### config.mk
export PLATFORM = sky130hd
export DESIGN_NAME = mem_txn_fsm
export DESIGN_NICKNAME = d
export VERILOG_FILES = /design/src/rtl/mem_txn_fsm.sv
export SDC_FILE = /design/constraint.sdc
export NUM_CORES = 1
export LEC_CHECK = 0
export CAP_MARGIN = 10
export CORE_MARGIN = 10
export CORE_UTILIZATION = 40
export DETAILED_ROUTE_END_ITERATION = 16
export PLACE_DENSITY = 0.61
export SKIP_LAST_GASP = 1
export SLEW_MARGIN = 20
export SYNTH_ARGS = -nofsm -noshare
export SYNTH_HDL_FRONTEND = slang
export SYNTH_SLANG_ARGS = --single-unit
### constraint.sdc
create_clock -name clk -period 2.8 [get_ports clk]
set_clock_uncertainty 0.15 [all_clocks]
set_input_delay 0.42 -clock clk [delete_from_list [all_inputs] [get_ports clk]]
set_output_delay 0.42 -clock clk [all_outputs]
set_load 0.05 [all_outputs]
### src/rtl/mem_txn_fsm.sv
// Flash transaction sequencer feeding mem_spi_controller: WREN/opcode/address/dummy/data/status poll.
// Optional build macro MEM_QUAD_READ_EN selects quad-output fast read (0x6B plus a dummy byte).
module mem_txn_fsm #(
    parameter int unsigned CS_GAP_CYC = 4,
    parameter int unsigned POLL_MAX   = 16'hFFFF
) (
    input  logic        clk,
    input  logic        rst_n,
    input  logic        req_valid,
    output logic        req_ready,
    input  logic        req_wr,
    input  logic [23:0] req_addr,
    input  logic [7:0]  req_len,
    input  logic        wr_valid,
    input  logic [7:0]  wr_data,
    output logic        wr_ready,
    output logic        rd_valid,
    output logic [7:0]  rd_data,
    input  logic        rd_ready,
    output logic        busy,
    output logic        done,
    output logic        err,
    output logic        spi_start,
    output logic        spi_r_w,
    output logic        spi_quad,
    output logic        spi_qed,
    input  logic        spi_done,
    output logic        spi_tx_valid,
    output logic [7:0]  spi_tx_data,
    input  logic        spi_tx_ready,
    input  logic        spi_rx_valid,
    input  logic [7:0]  spi_rx_data,
    output logic        spi_rx_ready
);

`ifdef MEM_QUAD_READ_EN
    localparam logic [7:0] RdOpcode = 8'h6B;
    localparam bit         QuadRead = 1'b1;
`else
    localparam logic [7:0] RdOpcode = 8'h03;
    localparam bit         QuadRead = 1'b0;
`endif
    localparam int unsigned GapW = (CS_GAP_CYC > 1) ? $clog2(CS_GAP_CYC) : 1;

    typedef enum logic [3:0] {
        StIdle, StWren, StGap, StCmd, StAddr, StDummy, StData, StPollCmd, StPollRd, StFin
    } state_e;

    state_e          state_q, state_d;
    logic [23:0]     addr_q, addr_d;
    logic [7:0]      len_q, len_d;
    logic            wr_q, wr_d;
    logic            err_q, err_d;
    logic            poll_phase_q, poll_phase_d;
    logic            last_q, last_d;
    logic            tx_sent_q, tx_sent_d;
    logic            req_ready_q;
    logic [1:0]      byte_cnt_q, byte_cnt_d;
    logic [7:0]      data_cnt_q, data_cnt_d;
    logic [15:0]     poll_cnt_q, poll_cnt_d;
    logic [GapW-1:0] gap_cnt_q, gap_cnt_d;

    logic tx_req, tx_hs, byte_fire, rd_last, rx_stall;

    // Byte-level datapath: what is offered to the controller and the engine in each state.
    always_comb begin
        tx_req       = 1'b0;
        spi_tx_data  = 8'h00;
        wr_ready     = 1'b0;
        rd_valid     = 1'b0;
        rd_data      = 8'h00;
        spi_rx_ready = 1'b0;
        spi_r_w      = 1'b0;
        unique case (state_q)
            StWren: begin
                tx_req      = 1'b1;
                spi_tx_data = 8'h06;
            end
            StCmd: begin
                tx_req      = 1'b1;
                spi_tx_data = wr_q ? 8'h02 : RdOpcode;
            end
            StAddr: begin
                tx_req = 1'b1;
                unique case (byte_cnt_q)
                    2'd0:    spi_tx_data = addr_q[23:16];
                    2'd1:    spi_tx_data = addr_q[15:8];
                    default: spi_tx_data = addr_q[7:0];
                endcase
            end
            StDummy: tx_req = 1'b1;
            StData: begin
                if (wr_q) begin
                    tx_req      = wr_valid;
                    spi_tx_data = wr_data;
                    wr_ready    = spi_tx_ready && !tx_sent_q;
                end else begin
                    spi_r_w      = 1'b1;
                    rd_valid     = spi_rx_valid;
                    rd_data      = spi_rx_data;
                    spi_rx_ready = rd_ready;
                end
            end
            StPollCmd: begin
                tx_req      = 1'b1;
                spi_tx_data = 8'h05;
            end
            StPollRd: begin
                spi_r_w      = 1'b1;
                spi_rx_ready = 1'b1;
            end
            default: ;
        endcase
    end

    assign spi_tx_valid = tx_req && !tx_sent_q;
    assign tx_hs        = spi_tx_valid && spi_tx_ready;
    // A tx byte is finished only by the spi_done that follows its own handshake.
    assign byte_fire    = spi_done && (tx_sent_q || tx_hs);
    assign rd_last      = last_q || (spi_done && data_cnt_q == len_q);
    assign rx_stall     = spi_rx_valid && !rd_ready;

    always_comb begin
        state_d      = state_q;
        addr_d       = addr_q;
        len_d        = len_q;
        wr_d         = wr_q;
        err_d        = err_q;
        poll_phase_d = poll_phase_q;
        last_d       = last_q;
        byte_cnt_d   = byte_cnt_q;
        data_cnt_d   = data_cnt_q;
        poll_cnt_d   = poll_cnt_q;
        gap_cnt_d    = '0;
        tx_sent_d    = byte_fire ? 1'b0 : (tx_hs ? 1'b1 : tx_sent_q);
        unique case (state_q)
            StIdle: begin
                if (req_valid && req_ready_q) begin
                    addr_d       = req_addr;
                    len_d        = req_len;
                    wr_d         = req_wr;
                    err_d        = 1'b0;
                    poll_phase_d = 1'b0;
                    last_d       = 1'b0;
                    data_cnt_d   = '0;
                    poll_cnt_d   = '0;
                    state_d      = req_wr ? StWren : StCmd;
                end
            end
            StWren: if (byte_fire) state_d = StGap;
            StGap: begin
                gap_cnt_d = gap_cnt_q + 1'b1;
                if (gap_cnt_q == GapW'(CS_GAP_CYC - 1)) begin
                    gap_cnt_d = '0;
                    state_d   = poll_phase_q ? StPollCmd : StCmd;
                end
            end
            StCmd: begin
                byte_cnt_d = '0;
                if (byte_fire) state_d = StAddr;
            end
            StAddr: begin
                if (byte_fire) begin
                    byte_cnt_d = byte_cnt_q + 1'b1;
                    if (byte_cnt_q == 2'd2) state_d = (QuadRead && !wr_q) ? StDummy : StData;
                end
            end
            StDummy: if (byte_fire) state_d = StData;
            StData: begin
                if (wr_q) begin
                    if (byte_fire) begin
                        data_cnt_d = data_cnt_q + 1'b1;
                        if (data_cnt_q == len_q) begin
                            poll_phase_d = 1'b1;
                            state_d      = StGap;
                        end
                    end
                end else begin
                    if (spi_done && !last_q) begin
                        if (data_cnt_q == len_q) last_d = 1'b1;
                        else data_cnt_d = data_cnt_q + 1'b1;
                    end
                    // Hold CS until the final byte has been taken by the engine.
                    if (rd_last && !rx_stall) state_d = StFin;
                end
            end
            StPollCmd: if (byte_fire) state_d = StPollRd;
            StPollRd: begin
                if (spi_done) begin
                    if (!spi_rx_data[0]) begin
                        state_d = StFin;
                    end else if (poll_cnt_q == 16'(POLL_MAX - 1)) begin
                        err_d   = 1'b1;
                        state_d = StFin;
                    end else begin
                        poll_cnt_d = poll_cnt_q + 1'b1;
                    end
                end
            end
            StFin: state_d = StIdle;
            default: state_d = StIdle;
        endcase
    end

    always_ff @(posedge clk or negedge rst_n) begin
        if (!rst_n) begin
            state_q      <= StIdle;
            addr_q       <= '0;
            len_q        <= '0;
            wr_q         <= 1'b0;
            err_q        <= 1'b0;
            poll_phase_q <= 1'b0;
            last_q       <= 1'b0;
            tx_sent_q    <= 1'b0;
            req_ready_q  <= 1'b0;
            byte_cnt_q   <= '0;
            data_cnt_q   <= '0;
            poll_cnt_q   <= '0;
            gap_cnt_q    <= '0;
        end else begin
            state_q      <= state_d;
            addr_q       <= addr_d;
            len_q        <= len_d;
            wr_q         <= wr_d;
            err_q        <= err_d;
            poll_phase_q <= poll_phase_d;
            last_q       <= last_d;
            tx_sent_q    <= tx_sent_d;
            req_ready_q  <= (state_d == StIdle);
            byte_cnt_q   <= byte_cnt_d;
            data_cnt_q   <= data_cnt_d;
            poll_cnt_q   <= poll_cnt_d;
            gap_cnt_q    <= gap_cnt_d;
        end
    end

    assign req_ready = req_ready_q;
    assign busy      = (state_q != StIdle);
    assign done      = (state_q == StFin);
    assign err       = err_q;
    assign spi_start = (state_q != StIdle) && (state_q != StGap) && (state_q != StFin);
    assign spi_qed   = QuadRead && !wr_q &&
                       (state_q inside {StCmd, StAddr, StDummy, StData});
    assign spi_quad  = QuadRead && !wr_q && (state_q == StData);

endmodule

==> summary.txt <==
STA
  – Hold Slack: 0.2917 ns
  – Post-route clock period utilization: 0.9776
  – Final min period: 2.737 ns
  – Final hold vios: 0
  – RSZ-0062 raised after global routing: yes
  – Slew @ Worst Pin: between 0.6 and 0.7 ns
  – Final Setup Violations: 0
  – FMAX: 365.3 MHz
  – Slew Limit Fails: 0
  – Slew margin rel.: 0.5801

Synth
  – Count leader, synth: nand2_1
  – Ys async rst share: 1.000
  – EDFF count, synth: 0
  – Most instantiated cells after synthesis: 135 x nand2_1, 70 x dfrtp_1, 28 x a21oi_1
  – Synth top area share: 0.4412
  – Seq/Total Area, Yosys: 0.4412
  – Mean post-synth cell area: about 8.4 um2
  – Ys flop type: dfrtp_1
  – Post-synth top area cell: dfrtp_1
  – Syn Std Cell Area: 3970 um2
  – FF+latch count, synth: 70
  – Distinct cell type count after synthesis: 57
  – Synth Instances: 474
  – Synth area leaders: dfrtp_1 44%, nand2_1 13%, a21oi_1 3.5%
  – Synth Warn #: 0

Global route
  – Total overflow reported by the global router: 0
  – GR Util met3: 0.04219
  – Total Routing Usage GR: 0.1613
  – GRT Max-Usage Layer: met2
  – Grt met2 use: 0.2620
  – Largest net degree at the start of global routing: 31
  – Number of global-route vias before repair: 3768
  – First-pass GRT wire length: around 19000 um
  – Met1 usage: 0.2096
  – Initial antenna violation count: 0

Die
  – Core area: 9729 um2
  – Die X-Extent: roughly 120 um
  – Io pins: 85
  – Die height: 119.6 um
  – Die ar.: 14310 um2
  – Starting density of the core: 0.4081
  – Cell Rows: 36

Status
  – Outcome: complete, no violations

Drt
  – WL final: between 10000 and 15000 um
  – Vias per inst: between 5 and 6
  – WL/cell: between 15 and 20 um
  – Via count: between 3000 and 4000
  – First-pass DRT Iterations: 5
  – DRC errors left: 0
  – Starting DRT DRC Count: 222
  – Antenna-violating nets left: 0

Critical path
  – Critical path class: flip-flop to output port
  – Worst Setup End Kind: output port
  – Startpoint types: flip-flop
  – Max FO, Critical Path: 4
  – CP required: 2.23 ns
  – Critical path arrival: between 2 and 2.5 ns

Power and ir drop
  – Pleak: 2.417 nW
  – Max IR drop VDD: about 0.54 mV
  – PwrDens: approximately 940 nW/um2
  – Total power: ~5.2 mW

Clocking
  – CTS H-tree depth: 3
  – CTS buffer count: 9
  – Clock Pin Slew Worst Setup and Hold Paths: 0.08 ns
  – CTS tree: built
  – Latest clock arrival within the worst-skew pair: 0.36 ns
  – CTS max path bufs: 2
  – Clock Sinks: 70
  – Clock Tree Root: clkbuf_8

Finish
  – Antenna diodes: 0
  – Fraction of layout instances using a drive strength above 1: 0.1491
  – Area growth syn-to-layout: 38.17%
  – # nets final: 629
  – Fin area: 5485 um2

Min path
  – Worst Hold Class: flip-flop to flip-flop

Flow run
  – Max-cap viol count: 0

Place
  – HPWL Detailed: approximately 8600 um
  – GPL Wtd Cong: 0.8818
  – Placed cell area: 5219 um2
  – IO buf count: between 80 and 90
-- power by group --
part	switching [mW]	leakage, nW	internal (mW)	total [mW]
Combinational	1.59	1.40	1.17	2.77
Clock	0.404	0.100	0.410	0.815
Sequential	0.270	0.919	1.31	1.58
-- cell type report --
type                            instances  area, um2
Tap cell                              133      166.4
Clock inverter                          6      62.56
Fill cell                             920       4244
Inverter                               13      48.80
Sequential cell                        70       1757
Timing Repair Buffer                  108       1226
Clock buffer                           10      127.6
Multi-Input combinational cell        363       2097
-- layout by cell type (no fill, tap or decap), types with 4 or more instances in the layout --
| cell type | Yosys | layout |
|---|---|---|
| dfrtp_1 | 70 | 66 |
| nor3_1 | 5 | 4 |
| a22o_1 | 7 | 7 |
| o21ai_0 | 13 | 8 |
| buf_12 | 0 | 21 |
| mux2i_1 | 9 | 9 |
| xnor2_1 | 9 | 9 |
| nor2_1 | 14 | 11 |
| nand3_1 | 15 | 15 |
| buf_4 | 2 | 25 |
| a21o_1 | 4 | 4 |
| nand4_1 | 11 | 11 |
| or3_1 | 12 | 12 |
| inv_1 | 13 | 12 |
| and2_1 | 13 | 13 |
| a21oi_1 | 28 | 28 |
| clkbuf_8 | 0 | 9 |
| ha_1 | 7 | 5 |
| o211ai_1 | 5 | 5 |
| dfrtp_2 | 0 | 4 |
| nand2_1 | 135 | 135 |
| o31ai_1 | 5 | 5 |
| o21ai_1 | 13 | 18 |
| clkdlybuf4s50_1 | 0 | 57 |
| nand2b_1 | 7 | 7 |
-- stage by stage --
step / util / TNS, ns / setup slack (ns) / instances
final: 0.5638 / 0 / 0.06276 / 703
after global routing: 0.5638 / -0.04977 / -0.04977 / 703
after CTS: 0.5572 / -0.1909 / -0.06434 / 702
after detailed placement: 0.5364 / 0 / 0.2570 / 685
after global placement: 0.5364 / 0 / 0.3098 / 685
after floorplan: - / -0.5843 / -0.1169 / 475
-- routing by layer --
| layer | share of wire | routed length (um) |
|---|---|---|
| met5 | 0 | 0 |
| met4 | 0.012 | 142 |
| met3 | 0.064 | 736 |
| met2 | 0.47 | 5379 |
| met1 | 0.46 | 5302 |
-- cells by family after synthesis --
kind of cell / count (synthesis) / share of synthesized area
muxes: 9 / 0.02269
DFF: 70 / 0.4412
other: 1 / 0.0009446
AOI/OAI and AO/OA: 98 / 0.1623
buffers and inverters: 42 / 0.04570
adders and majority gates: 7 / 0.02206
and+or+nand+nor: 238 / 0.2852
xor gates and xnor gates: 9 / 0.01986
-- registers in the layout (all words and copies together) (netlist names) --
| name | cells |
|---|---|
| data_cnt_q | 8 |
| byte_cnt_q | 2 |
| wr_q | 1 |
| err | 1 |
| state_q | 4 |
| req_ready | 1 |
| len_q | 8 |
| gap_cnt_q | 2 |
| addr_q | 24 |
| poll_cnt_q | 16 |
| last_q | 1 |
| poll_phase_q | 1 |
| tx_sent_q | 1 |
-- worst max-delay path: stages (launching register included) --
cell and delay (ns):
dfrtp_1 0.41, buf_4 0.15, ha_4 0.17, nor2_2 0.09
a21oi_1 0.08, or3_1 0.33, a311oi_2 0.29, a21o_1 0.16
buf_12 0.14
-- final timing paths --
kind / startpoint / endpoint / slack (ns) / depth (start not counted)
setup reg to reg: state_q[2]$_DFF_PN0_ / poll_cnt_q[9]$_DFFE_PN0P_ / 0.26 / 5
max in group asynchronous: rst_n / data_cnt_q[0]$_DFFE_PN0P_ / 1.36 / 3
hold / removal: gap_cnt_q[0]$_DFF_PN0_ / gap_cnt_q[0]$_DFF_PN0_ / 0.29 / 1
min in group asynchronous: rst_n / addr_q[22]$_DFFE_PN0P_ / 0.46 / 2
setup / recovery: byte_cnt_q[0]$_DFFE_PN0P_ / spi_tx_data[2] / 0.06 / 8
hold reg to reg: gap_cnt_q[0]$_DFF_PN0_ / gap_cnt_q[0]$_DFF_PN0_ / 0.29 / 1
-- what timing repair did --
item                                   in CTS  in global routing
resized for setup                           5                 18
hold buffers                                1                  0
setup buffers                               0                  1
pin swaps                                   0                  1
endpoints found under the hold margin      23                  0
setup endpoints to repair                  16                 18
gates cloned                                0                  0
Note: power is estimated with default switching activity, not from simulation.
